[src/rtl/div_controller.sv]
// Sequencing controller for the iterative unsigned divider core: operand sign handling,
// special-case bypass, core start/done handshake, flush draining and a one-entry result cache.
module div_controller #(
  parameter bit CACHE_EN = 1'b1
) (
  input  logic        clk,
  input  logic        rst,
  input  logic        req_valid,
  output logic        req_ready,
  input  logic [1:0]  req_op,
  input  logic [31:0] req_a,
  input  logic [31:0] req_b,
  input  logic        flush,
  output logic        resp_valid,
  output logic [31:0] resp_data,
  output logic        div_start,
  output logic [31:0] div_a,
  output logic [31:0] div_b,
  input  logic [31:0] div_q,
  input  logic [31:0] div_r,
  input  logic        div_done
);

  typedef enum logic [2:0] {IDLE, START, WAIT, DONE, DRAIN} state_e;

  state_e      state_q, state_d;
  logic [1:0]  op_q, op_d;
  logic        sign_a_q, sign_a_d, sign_b_q, sign_b_d;
  logic [31:0] raw_a_q, raw_a_d, raw_b_q, raw_b_d;
  logic [31:0] div_a_q, div_a_d, div_b_q, div_b_d;
  logic [31:0] res_q, res_d;
  logic        cache_vld_q, cache_vld_d, cache_uns_q, cache_uns_d;
  logic [31:0] cache_a_q, cache_a_d, cache_b_q, cache_b_d;
  logic [31:0] cache_quo_q, cache_quo_d, cache_rem_q, cache_rem_d;

  logic        accept, req_signed, in_sign_a, in_sign_b, cache_hit, big_uq;
  logic [31:0] mag_a, mag_b, big_ur, big_q, big_r, core_q, core_r;

  assign accept     = (state_q == IDLE) && req_valid && !flush;
  assign req_signed = !req_op[0];
  assign in_sign_a  = req_signed && req_a[31];
  assign in_sign_b  = req_signed && req_b[31];
  assign mag_a      = in_sign_a ? -req_a : req_a;
  assign mag_b      = in_sign_b ? -req_b : req_b;

  // Divisor magnitude with bit 31 set is beyond the core, so the quotient can only be 0 or 1.
  assign big_uq = (mag_a >= mag_b);
  assign big_ur = mag_a - (big_uq ? mag_b : 32'd0);
  assign big_q  = (in_sign_a ^ in_sign_b) ? -{31'd0, big_uq} : {31'd0, big_uq};
  assign big_r  = in_sign_a ? -big_ur : big_ur;

  assign cache_hit = CACHE_EN && cache_vld_q && (cache_a_q == req_a) &&
                     (cache_b_q == req_b) && (cache_uns_q == req_op[0]);

  assign core_q = (sign_a_q ^ sign_b_q) ? -div_q : div_q;
  assign core_r = sign_a_q ? -div_r : div_r;

  always_comb begin
    state_d     = state_q;
    op_d        = op_q;
    sign_a_d    = sign_a_q;
    sign_b_d    = sign_b_q;
    raw_a_d     = raw_a_q;
    raw_b_d     = raw_b_q;
    div_a_d     = div_a_q;
    div_b_d     = div_b_q;
    res_d       = res_q;
    cache_vld_d = cache_vld_q;
    cache_uns_d = cache_uns_q;
    cache_a_d   = cache_a_q;
    cache_b_d   = cache_b_q;
    cache_quo_d = cache_quo_q;
    cache_rem_d = cache_rem_q;
    div_start   = 1'b0;
    case (state_q)
      IDLE: begin
        if (accept) begin
          op_d     = req_op;
          sign_a_d = in_sign_a;
          sign_b_d = in_sign_b;
          raw_a_d  = req_a;
          raw_b_d  = req_b;
          state_d  = DONE;
          if (req_b == 32'd0) begin
            res_d = req_op[1] ? req_a : 32'hFFFF_FFFF;
          end else if (req_signed && req_a == 32'h8000_0000 && req_b == 32'hFFFF_FFFF) begin
            res_d = req_op[1] ? 32'd0 : 32'h8000_0000;
          end else if (mag_b[31]) begin
            res_d = req_op[1] ? big_r : big_q;
          end else if (cache_hit) begin
            res_d = req_op[1] ? cache_rem_q : cache_quo_q;
          end else begin
            div_a_d = mag_a;
            div_b_d = mag_b;
            state_d = START;
          end
        end
      end
      START: begin
        div_start = 1'b1;
        state_d   = flush ? DRAIN : WAIT;
      end
      WAIT: begin
        if (div_done) begin
          if (flush) begin
            state_d = IDLE;
          end else begin
            res_d       = op_q[1] ? core_r : core_q;
            cache_vld_d = 1'b1;
            cache_uns_d = op_q[0];
            cache_a_d   = raw_a_q;
            cache_b_d   = raw_b_q;
            cache_quo_d = core_q;
            cache_rem_d = core_r;
            state_d     = DONE;
          end
        end else if (flush) begin
          state_d = DRAIN;
        end
      end
      DONE:    state_d = IDLE;
      DRAIN:   if (div_done) state_d = IDLE;
      default: state_d = IDLE;
    endcase
  end

  always_ff @(posedge clk) begin
    if (rst) begin
      state_q     <= IDLE;
      op_q        <= 2'd0;
      sign_a_q    <= 1'b0;
      sign_b_q    <= 1'b0;
      raw_a_q     <= 32'd0;
      raw_b_q     <= 32'd0;
      div_a_q     <= 32'd0;
      div_b_q     <= 32'd0;
      res_q       <= 32'd0;
      cache_vld_q <= 1'b0;
      cache_uns_q <= 1'b0;
      cache_a_q   <= 32'd0;
      cache_b_q   <= 32'd0;
      cache_quo_q <= 32'd0;
      cache_rem_q <= 32'd0;
    end else begin
      state_q     <= state_d;
      op_q        <= op_d;
      sign_a_q    <= sign_a_d;
      sign_b_q    <= sign_b_d;
      raw_a_q     <= raw_a_d;
      raw_b_q     <= raw_b_d;
      div_a_q     <= div_a_d;
      div_b_q     <= div_b_d;
      res_q       <= res_d;
      cache_vld_q <= cache_vld_d;
      cache_uns_q <= cache_uns_d;
      cache_a_q   <= cache_a_d;
      cache_b_q   <= cache_b_d;
      cache_quo_q <= cache_quo_d;
      cache_rem_q <= cache_rem_d;
    end
  end

  assign req_ready  = (state_q == IDLE);
  assign resp_valid = (state_q == DONE) && !flush;
  assign resp_data  = (state_q == DONE) ? res_q : 32'd0;
  assign div_a      = div_a_q;
  assign div_b      = div_b_q;

endmodule
[config.mk]
export PLATFORM = sky130hd
export DESIGN_NAME = div_controller
export DESIGN_NICKNAME = d
export VERILOG_FILES = /design/src/rtl/div_controller.sv
export SDC_FILE = /design/constraint.sdc
export NUM_CORES = 1
export LEC_CHECK = 0
export CAP_MARGIN = 20
export CORE_UTILIZATION = 31
export CTS_BUF_LIST = sky130_fd_sc_hd__clkbuf_4 sky130_fd_sc_hd__clkbuf_8
export DETAILED_ROUTE_END_ITERATION = 12
export SYNTH_ARGS = -nofsm -noshare
export SYNTH_HDL_FRONTEND = slang
export SYNTH_SLANG_ARGS = --single-unit
[constraint.sdc]
create_clock -name clk -period 7.9 [get_ports clk]
set_clock_uncertainty 0.1 [all_clocks]
set_input_delay 0.79 -clock clk [delete_from_list [all_inputs] [get_ports clk]]
set_output_delay 0.79 -clock clk [all_outputs]
set_load 0.02 [all_outputs]
**Yosys cells after proc, flatten, opt, wreduce, memory -nomap -nowiden**

Cells that the tools add are included.

- Flip-flop bits (word level): 296
- Bits of input ports: 135
- Output and inout port bits: 99
- Logic and storage cells: 98

- $add $sub $neg: 7
- $lt $le $gt $ge: 1
- Equal/unequal tests: 15
- Mux-type cells: 33
- Bitwise gates (word level): 7
- Reduce and logical (&&, ||, !) cells: 20

Operators by type and width:

| cell | number |
|---|---|
| 2-to-1 mux 32 bit | 20 |
| negator 32 bit | 5 |
| == test 32 bit | 2 |
| == test 32 bit (second input constant) | 2 |
| one-hot mux 32 bit (2 select lines) | 1 |
| greater-or-equal comparator 32 bit | 1 |
| logical NOT 32 bit | 1 |
| negator 1 -> 32 bit | 1 |
| subtractor 32 bit | 1 |
| 2-to-1 mux 3 bit | 5 |
| one-hot mux 3 bit (4 select lines) | 1 |
| logical AND 1 bit | 10 |
| 2-to-1 mux 2 bit | 5 |
| == test 3 x 2 -> 1 bit (second input constant) | 2 |
| inequality test 2 bit (second input constant) | 3 |
| AND reduction 3 bit | 2 |
| AND reduction 6 bit | 1 |
| inequality test 5 x 1 -> 1 bit (second input constant) | 1 |
| NOT 1 bit | 5 |
| AND reduction 5 bit | 1 |
| == test 3 x 1 -> 1 bit (second input constant) | 1 |
| == test 3 bit (second input constant) | 1 |
| logical NOT 3 bit | 1 |
| inequality test 3 bit (second input constant) | 1 |
| 7 further kinds | 9 |

**Logic depth before layout (Yosys ltp)**

Gate-level depths: netlist of the first run.

- Depth in word-level cells: 14
- Gate-level depth with buffers: 31
- Depth with buffers taken out: 29

**Least setup slack after synthesis of the first run**

No wires, ideal clock.

- Path type: in2reg
- Start point: input port req_b[6]
- End point: register res_q[29]
- Library setup time: 0.101 ns
- Data arrival time: 7.833 ns
- Data required time: 7.699 ns
- Path slack: -0.134 ns
- Stages on the path: 29
- Path buffers: 5
- Cell sequence: clkbuf_1 -> or4_1 -> or3_1 -> or3_1 -> o21bai_2 -> inv_1 -> clkbuf_1 -> clkbuf_1 -> ha_1 -> a21oi_1 -> o21ai_0 -> a21oi_1 -> a21boi_0 -> clkbuf_1 -> or3_1 -> inv_1 -> fa_1 -> nor2b_4 -> o31a_2 -> o21ai_1 -> a211o_1 -> a21boi_0 -> xor2_1 -> or3_1 -> or3_1 -> clkbuf_2 -> nor3_1 -> mux2_2 -> o41ai_1

- Word-level cells in the longest chain between the ends: 13
- Elaborated cells between the ends (all ways): 23
- Those cells by class: 4 x add/sub; 1 x order compare; 3 x eq/ne; 10 x mux; 5 x reduce/logical

RTL lines:

| element | line | text |
|---|---|---|
| from (decl) | 12 | `input logic [31:0] req_b,` |
| negator 32 bit | 44 | `assign mag_b = in_sign_b ? -req_b : req_b;` |
| 2-to-1 mux 32 bit | 44 |  |
| greater-or-equal comparator 32 bit | 47 | `assign big_uq = (mag_a >= mag_b);` |
| 2-to-1 mux 32 bit | 48 | `assign big_ur = mag_a - (big_uq ? mag_b : 32'd0);` |
| subtractor 32 bit | 48 |  |
| negator 32 bit | 50 | `assign big_r = in_sign_a ? -big_ur : big_ur;` |
| 2-to-1 mux 32 bit | 50 |  |
| 2-to-1 mux 32 bit | 89 | `res_d = req_op[1] ? big_r : big_q;` |
| 2-to-1 mux 32 bit | 88 | `end else if (mag_b[31]) begin` |
| 2-to-1 mux 32 bit | 86 | `end else if (req_signed && req_a == 32'h8000_0000 && req_b == 32'hFFFF_FFFF) begin` |
| 2-to-1 mux 32 bit | 84 | `if (req_b == 32'd0) begin` |
| 2-to-1 mux 32 bit | 77 | `if (accept) begin` |
| one-hot mux 32 bit (2 select lines) | 75 | `case (state_q)` |
| to (signal assigned) | 153 | `res_q <= res_d;` |
| to (decl) | 31 | `logic [31:0] res_q, res_d;` |

Parallel ways exist; a longest one is shown, timed or not. The select of a mux whose other input is x is not followed.
A chain may end at the register's enable or synchronous reset.

**Worst setup path in the final report of the first run**

- Start point: input port req_b[0]
- End point: register res_q[31]

Same word-level chain as after synthesis.

==> results.txt, run 1 <==
Root Driver: clkbuf_8
period utilization: 0.973
Finish-stage setup viols: 0
register bit total from synthesis: 296
slowest library cell on the worst path: or4_4
syn nets: 2769
Reg clk slew, reported paths: 60 ps
CP max stage delay: 500 ps
post-synth top area cell: dfxtp_1
pwr/cell area: 203 nW/um^2
global-route wire length before repair: 122000 um
CP required: 8290 ps
Synth Area in XOR/XNOR: 0.101
Async SR Flop Fraction: 0
die height: 253 um
Final nets: 3256
TritonCTS Buffers: 53
Final Hold Viols: 0
Post-Synth Adder-Cell Area: 0.0452
Hold Path Class: reg2reg
total wire length: 82700 um
hold depth: 2
Mean Syn Cell Area: 7.63 um^2
Site Rows: 91
Total GRT Usage: 0.250
area of the multi-input gates: 12900 um^2
Synth area leaders: dfxtp_1 30%, nand2_1 7.3%, a21oi_1 6.8%
minimum clock period: 7690 ps
MaxCap Viol Count: 0
Longest Clk Path Bufs: 3
fill cell count: 6207
Peak VDD IR: 0.000130 V
EDFF count, synth: 0
Synth Instances: 2564
worst-margin pin slew: 1070 ps
fmax: 130 MHz
layout cell share with drive strength beyond 1: 0.191
Via-to-Cell Ratio: 5.43
via count: 21300
main combinational cell family by area after synthesis: simple AND/OR/NAND/NOR gates
WS Path Type: in2reg
CTS sink cnt: 296
Setup crit end kind: register
FF+latch area: 5930 um^2
Max FO, Critical Path: 18
CP Data Arrival Time: 8090 ps
Synth Cell Area: 19600 um^2
Congestion Overflow GR: 0
most frequent CP cell: buf_4
post-synthesis compound-gate area fraction: 0.225
post-synth top area share: 0.303
initial DRC count: 1803
routability cong.: 0.965
post-route ant nets: 0
largest net degree at the start of global routing: 119
initial antenna violation count: 5
Util after Layout: 0.428
Setup crit start kind: primary input
count leader, synth: nand2_1
core area: 62100 um^2
Die Footprint: 64100 um^2
num ports: 234
DP HPWL: 63800 um
CTS tree: yes
final worst slack: 210 ps
Pre-antenna DRT Iters: 5
part of the Yosys area used for sequential elements: 0.303
Die X: 253 um
Synth cell types: 98
YS warnings: 0
placed inst area: 25100 um^2
number of global-route vias before repair: 20400
port bufs: 232
Residual DRC: 0
Starting Density: 0.315
R2R cell count: 11
status: completed
P&R area growth vs syn: 35.7%
setup TNS: 0 ps
routed wire length per instance: 21.1 um
Slew Limit Headroom: 0.288
fin area: 26600 um^2
top post-synthesis cells by count: 380 x nand2_1, 296 x dfxtp_1, 274 x nor2_1
clk_lat worst skew: 650 ps
Post-Place Worst Slack: -721 ps
mux share of post-synthesis cell area: 0.0469
Top FF cell, synth: dfxtp_1
fraction of the mapped netlist area in simple logic gates: 0.231
P_leak: 9.76 nW
Slew Limit Fails: 0
H-tree depth: 2
## flip-flops by register name, indices dropped and copies added (netlist names), 32 cells and up
signal and flops:
cache_b_q 32, raw_a_q 32, div_a 32, cache_a_q 32, raw_b_q 32, res_q 32
cache_quo_q 32, cache_rem_q 32
## cell usage in the layout (no fill, tap or decap), drive strengths merged, types with 29 or more instances in the layout
master         count
and2              42
or3               54
o21ai            110
nand2            382
nor2             274
inv               35
ha                69
buf              402
nand4             29
clkdlybuf4s50    230
xnor2             99
mux2i             67
nor3              55
o31ai             30
clkbuf            84
a21oi            265
nor4              34
a211oi           106
xor2             127
dfxtp            296
## metrics by stage
stage | instances | hold WS, ps | total power [W]
2_1_floorplan | 2564 | 332 | 0.00271
3_3_place_gp | 3824 | 335 | 0.00375
6_report | 3925 | 313 | 0.00538
3_5_place_dp | 3824 | 344 | 0.00377
4_1_cts | 3915 | 321 | 0.00536
5_1_grt | 3924 | 337 | 0.00563
## final timing paths
| path | startpoint | end | slack [ps] |
|---|---|---|---|
| setup / recovery | req_b[0] | res_q[31]$_SDFFE_PP0P_ | 210 |
| hold / removal | raw_a_q[11]$_SDFFE_PP0P_ | cache_a_q[11]$_SDFFE_PP0P_ | 310 |
| setup reg to reg | cache_b_q[0]$_SDFFE_PP0P_ | res_q[22]$_SDFFE_PP0P_ | 3560 |
| hold reg to reg | raw_a_q[11]$_SDFFE_PP0P_ | cache_a_q[11]$_SDFFE_PP0P_ | 310 |
## routing by layer
layer	share of wire	global-route usage
met5	0	0
met4	0.046	0.113
met3	0.074	0.0426
met2	0.47	0.415
met1	0.41	0.317
## timing repair
action,CTS,global route
endpoints found under the setup margin,1,18
pin swaps,0,13
hold buffers,0,0
buffers inserted,0,8
gates resized for setup,3,41
## cells by family (layout without fill, tap and decap cells)
| family | Yosys count | after routing |
|---|---|---|
| adder cells (fa/ha/maj) | 70 | 70 |
| buffers and inverters | 234 | 757 |
| AO/OA/AOI/OAI | 675 | 675 |
| multiplexers | 81 | 81 |
| XOR/XNOR | 226 | 226 |
| flip-flops | 296 | 296 |
| AND/OR/NAND/NOR | 981 | 981 |
| other | 1 | 2 |
## layout make-up
cell class,instances,share of cell area
Sequential cell,296,0.223
Tap cell,837,0.0394
Multi-Input combinational cell,2034,0.487
Antenna cell,1,0.0000942
Inverter,33,0.00466
Clock inverter,8,0.00377
Timing Repair Buffer,633,0.202
Clock buffer,83,0.0397
## worst max-delay path, delay by kind of cell
family / cells / cell delay [ps]
AND/OR/NAND/NOR: 11 / 2790
AO/OA/AOI/OAI: 9 / 1810
buffers and inverters: 7 / 1470
adder cells (fa/ha/maj): 3 / 780
multiplexers: 1 / 260
XOR/XNOR: 1 / 150
## report_power, final
part	internal [W]	leakage, nW	switching, W
Clock	0.000909	0.615	0.000680
Sequential	0.00157	2.40	0.0000463
Combinational	0.000996	6.74	0.00118
Total	0.00347	9.76	0.00191
Note: power is estimated with default switching activity, not from simulation.
==> inputs of run 2 (changes only) <==
Settings changed: RECOVER_POWER set to 25.
==> run 2 against run 1 <==
Compared with the run above: count of clock-buffer cells in the layout did not move; flip-flop and latch count unchanged; maximum frequency barely moved; the run now ends with capacitance limit, slew limit left; first-iteration DRC count is 1.8% higher; highest routed layer unchanged; largest power group unchanged; critical path depth unchanged; clock power about the same; non-clock buffer count did not move; critical endpoint unchanged; core utilization about the same.
==> results.txt, run 2 (same netlist as run 1, synthesis figures left out) <==
most frequent CP cell: buf_4
worst-margin pin slew: 3490 ps (+2420 ps)
CTS tree: yes
Site Rows: 91 (unchanged)
CP Data Arrival Time: 8090 ps (about the same)
status: complete, but fails checks
number of global-route vias before repair: 20400 (unchanged)
CP max stage delay: 500 ps (about the same)
Slew Limit Fails: 70 (+70)
Via-to-Cell Ratio: 5.43 (-0.12%)
CP startpoint: req_b[0]
launch point of the worst hold path: raw_a_q[11]$_SDFFE_PP0P_
Pre-antenna DRT Iters: 5 (unchanged)
CP required: 8300 ps (about the same)
Peak VDD IR: 0.000130 V (+0.28%)
H-tree depth: 2 (unchanged)
Total Power: 0.00538 W (about the same)
Starting Density: 0.315 (unchanged)
via count: 21300 (-0.12%)
placed insts: 3824 (unchanged)
largest net degree at the start of global routing: 119 (unchanged)
Final Hold Viols: 0 (unchanged)
Total GRT Usage: 0.250 (unchanged)
Root Driver: clkbuf_8
pwr/cell area: 203 nW/um^2 (about the same)
period utilization: 0.974 (about the same)
clk_lat worst skew: 650 ps (about the same)
failing checks: capacitance limit, slew limit
fill cell count: 6206 (-0.016%)
area of the multi-input gates: 12900 um^2 (about the same)
Hold Path Class: reg2reg
Setup crit start kind: primary input
Finish-stage setup viols: 0 (unchanged)
initial antenna violation count: 5 (unchanged)
slowest library cell on the worst path: or4_4
minimum clock period: 7690 ps (+3.20 ps)
FF+latch area: 5930 um^2 (unchanged)
Congestion Overflow GR: 0 (unchanged)
initial DRC count: 1836 (+1.8%)
Longest Clk Path Bufs: 3 (unchanged)
Reg clk slew, reported paths: 60 ps (about the same)
commonest non-fill, non-tap cell in the layout: buf_4
WS Path Type: in2reg
routability cong.: 0.965 (unchanged)
fmax: 130 MHz (about the same)
die height: 253 um (unchanged)
fin area: 26500 um^2 (about the same)
total wire length: 82600 um (about the same)
commonest cells after routing, fill and taps aside: 397 x buf_4, 377 x nand2_1, 295 x dfxtp_1
Util after Layout: 0.428 (about the same)
routed wire length per instance: 21.1 um (about the same)
WHS: 321 ps (+8.18 ps)
global-route wire length before repair: 122000 um (unchanged)
DP HPWL: 63800 um (unchanged)
CTS sink cnt: 296 (unchanged)
P&R area growth vs syn: 35.7% (about the same)
Final nets: 3256 (unchanged)
Setup crit end kind: register
Die Footprint: 64100 um^2 (unchanged)
port bufs: 232 (unchanged)
Max FO, Critical Path: 18 (unchanged)
Residual DRC: 0 (unchanged)
core area: 62100 um^2 (unchanged)
Die X: 253 um (unchanged)
R2R Path Start: state_q[2]$_SDFFE_PP0P_
Slew Limit Headroom: -1.33 (-1.61)
num ports: 234 (unchanged)
post-route ant nets: 0 (unchanged)
P_leak: 9.84 nW (+0.86%)
TritonCTS Buffers: 53 (unchanged)
placed inst area: 25100 um^2 (unchanged)
MaxCap Viol Count: 1 (+1)
layout cell share with drive strength beyond 1: 0.190 (-0.000648)
Finished Layout Cells: 3925 (unchanged)
run 2: final timing paths:
path | slack [ps] | endpoint | cells after the start
max reg2reg | 2120 | div_a[8]$_SDFFE_PP0P_ | 7
max | 210 | res_q[31]$_SDFFE_PP0P_ | 32
min | 320 | cache_a_q[11]$_SDFFE_PP0P_ | 2
min reg2reg | 320 | cache_a_q[11]$_SDFFE_PP0P_ | 2
run 2: power breakdown:
part           switching [W]  leakage [nW]  internal, W
clock network       0.000680         0.615     0.000909
registers          0.0000458          2.40      0.00157
logic                0.00118          6.83     0.000995
total                0.00191          9.84      0.00347
run 2: metal layers:
layer	GRT usage	wire (um)
met1	0.317	33900
met2	0.415	38900
met3	0.0426	6050
met4	0.113	3780
met5	0	0
run 2: through the flow:
step / setup TNS [ps] / setup WS [ps]
after global routing: -150 / -55.5
after detailed placement: -7840 / -721
after floorplan: 0 / 44.8
after CTS: 0 / 12.8
after global placement: -5310 / -494
final: 0 / 206
run 2: area by class of cell:
cell class | instances | share of cell area
Multi-Input combinational cell | 2034 | 0.487
Clock inverter | 8 | 0.00377
Sequential cell | 296 | 0.223
Inverter | 33 | 0.00467
Clock buffer | 83 | 0.0397
Timing Repair Buffer | 633 | 0.202
Antenna cell | 1 | 0.0000943
Tap cell | 837 | 0.0394
run 2: worst max-delay path, delay by kind of cell:
kind	cells	cell delay [ps]
buffers and inverters	7	1480
XOR/XNOR	1	150
adder cells (fa/ha/maj)	3	780
AND/OR/NAND/NOR	11	2790
AO/OA/AOI/OAI	9	1810
multiplexers	1	260
run 2: what timing repair did:
action	CTS	global route
hold buffers	0	0
endpoints found under the hold margin	0	0
resized for setup	3	41
buffers inserted	0	8
pin swaps	0	13
setup endpoints to repair	1	18
==> inputs of run 3 (changes only) <==
Settings changed: CORE_UTILIZATION 31 to 53, PLACE_DENSITY set to 0.79.
==> run 3 against run 2 <==
Compared with the run above: the flow still finishes with violations (capacitance limit, slew limit); wire length down 6.3%; critical path depth is 3 lower; global-route usage up 15 points; maximum frequency up 0.73%; largest cell class unchanged; largest power group unchanged.
==> results.txt, run 3 (same netlist as run 1, synthesis figures left out) <==
Peak VDD IR: 0.000197 V (+51%)
Setup crit start kind: primary input
Util after Layout: 0.710 (+0.283)
worst-margin pin slew: 3360 ps (-127 ps)
routability cong.: 1.01 (+4.3%)
setup TNS: 0 ps (unchanged)
Slew Limit Fails: 139 (+99%)
Via-to-Cell Ratio: 6.11 (+13%)
number of global-route vias before repair: 20600 (+0.90%)
Die Footprint: 37700 um^2 (-41%)
CP Data Arrival Time: 8090 ps (about the same)
Congestion Overflow GR: 0 (unchanged)
H-tree depth: 2 (unchanged)
Reg clk slew, reported paths: 60 ps (about the same)
routed wire length per instance: 21.9 um (+4.0%)
initial DRC count: 2243 (+22%)
pwr/cell area: 205 nW/um^2 (+1.1%)
fin area: 25900 um^2 (-2.5%)
slowest library cell on the worst path: or4_1
status: complete, but fails checks
largest net degree at the start of global routing: 118 (-0.84%)
TritonCTS Buffers: 49 (-7.5%)
global-route wire length before repair: 117000 um (-4.6%)
MaxCap Viol Count: 2 (+1)
P_leak: 9.72 nW (-1.3%)
Final Hold Viols: 0 (unchanged)
WS Path Type: in2reg
die height: 194 um (-23%)
placed insts: 3443 (-10%)
DP HPWL: 58400 um (-8.5%)
Longest Clk Path Bufs: 3 (unchanged)
num ports: 234 (unchanged)
fmax: 131 MHz (+0.73%)
Hold Path Class: reg2reg
failing checks: capacitance limit, slew limit
placed inst area: 24600 um^2 (-2.3%)
Pre-antenna DRT Iters: 6 (+1)
via count: 21600 (+1.5%)
P&R area growth vs syn: 32.3%
Starting Density: 0.537 (+0.222)
Slew Limit Headroom: -1.24 (+0.0846)
clk_lat worst skew: 660 ps (about the same)
initial antenna violation count: 0 (-5)
post-route ant nets: 0 (unchanged)
Site Rows: 70 (-23%)
Max FO, Critical Path: 17 (-1)
CP required: 8350 ps (+50 ps)
Final nets: 3236 (-0.61%)
Finished Layout Cells: 3538 (-9.9%)
Setup crit end kind: register
minimum clock period: 7640 ps (-55.5 ps)
Finish-stage setup viols: 0 (unchanged)
Root Driver: clkbuf_8
period utilization: 0.967 (-0.00702)
Total Power: 0.00530 W (-1.5%)
total wire length: 77500 um (-6.3%)
Die X: 194 um (-23%)
Total GRT Usage: 0.399 (+0.148)
CTS sink cnt: 296 (unchanged)
fill cell count: 3012 (-51%)
port bufs: 232 (unchanged)
layout cell share with drive strength beyond 1: 0.183 (-0.00730)
CTS tree: yes
Residual DRC: 0 (unchanged)
commonest cells after routing, fill and taps aside: 378 x nand2_1, 378 x buf_4, 295 x dfxtp_1
CP max stage delay: 610 ps (+110 ps)
core area: 36400 um^2 (-41%)
-- run 3: cell count changes in the layout (fill, tap and decap cells not counted), moves of 3 or more --
cell / previous run / this run
nor3_1: 48 / 51
clkinv_2: 4 / 7
clkbuf_8: 70 / 64
o21ai_0: 93 / 97
nor3_2: 7 / 4
buf_4: 397 / 378
-- run 3: timing repair --
item	in CTS	in global routing
hold endpoints to repair	0	0
resized for setup	0	37
hold buffers	0	0
setup endpoints to repair	0	15
setup buffers	0	2
-- run 3: final cells by class --
cell class	count	area, um^2	area share
diodes	2	5.00	0.000193
multi-input cells	2034	12900	0.498
clock buffers	75	957	0.0370
flip-flops and latches	296	5930	0.229
clock inverters	13	148	0.00570
repair buffers	617	5250	0.203
inverters	33	124	0.00479
well taps	468	586	0.0226
-- run 3: final timing paths --
| check | startpoint | to | slack (ps) | cells past startpoint |
|---|---|---|---|---|
| setup / recovery | req_b[5] | res_q[29]$_SDFFE_PP0P_ | 260 | 29 |
| hold / removal | op_q[0]$_SDFFE_PP0P_ | cache_uns_q$_SDFFE_PP0P_ | 350 | 2 |
| setup reg to reg | state_q[2]$_SDFFE_PP0P_ | div_a[5]$_SDFFE_PP0P_ | 2310 | 7 |
| hold reg to reg | op_q[0]$_SDFFE_PP0P_ | cache_uns_q$_SDFFE_PP0P_ | 350 | 2 |
-- run 3: layer usage --
metal,GRT usage,vias up,wire [um],part of all wire
met1,0.509,10200,30500,0.39
met3,0.0736,250,7200,0.093
met4,0.219,0,4500,0.058
li1,-,10100,-,-
met2,0.636,1087,35200,0.45
met5,0,-,0,0
-- run 3: report_power, final --
part           internal (W)  switching, W  total [W]  leakage [nW]
Clock              0.000847      0.000676    0.00152         0.588
Sequential          0.00156     0.0000421    0.00161          2.40
Combinational      0.000983       0.00119    0.00217          6.73
-- run 3: critical path: cells and delay by family --
family                     cells  cell delay (ps)
buffers and inverters          3              650
and+or+nand+nor                9             2850
muxes                          1              350
adders and majority gates      3              960
xor gates and xnor gates       1              270
AOI/OAI and AO/OA             12             2200
-- run 3: through the flow --
step	hold slack [ps]	setup WS (ps)
2_1_floorplan	332	44.8
3_3_place_gp	335	-431
3_5_place_dp	343	-583
4_1_cts	351	75.5
5_1_grt	358	-28.3
6_report	349	262
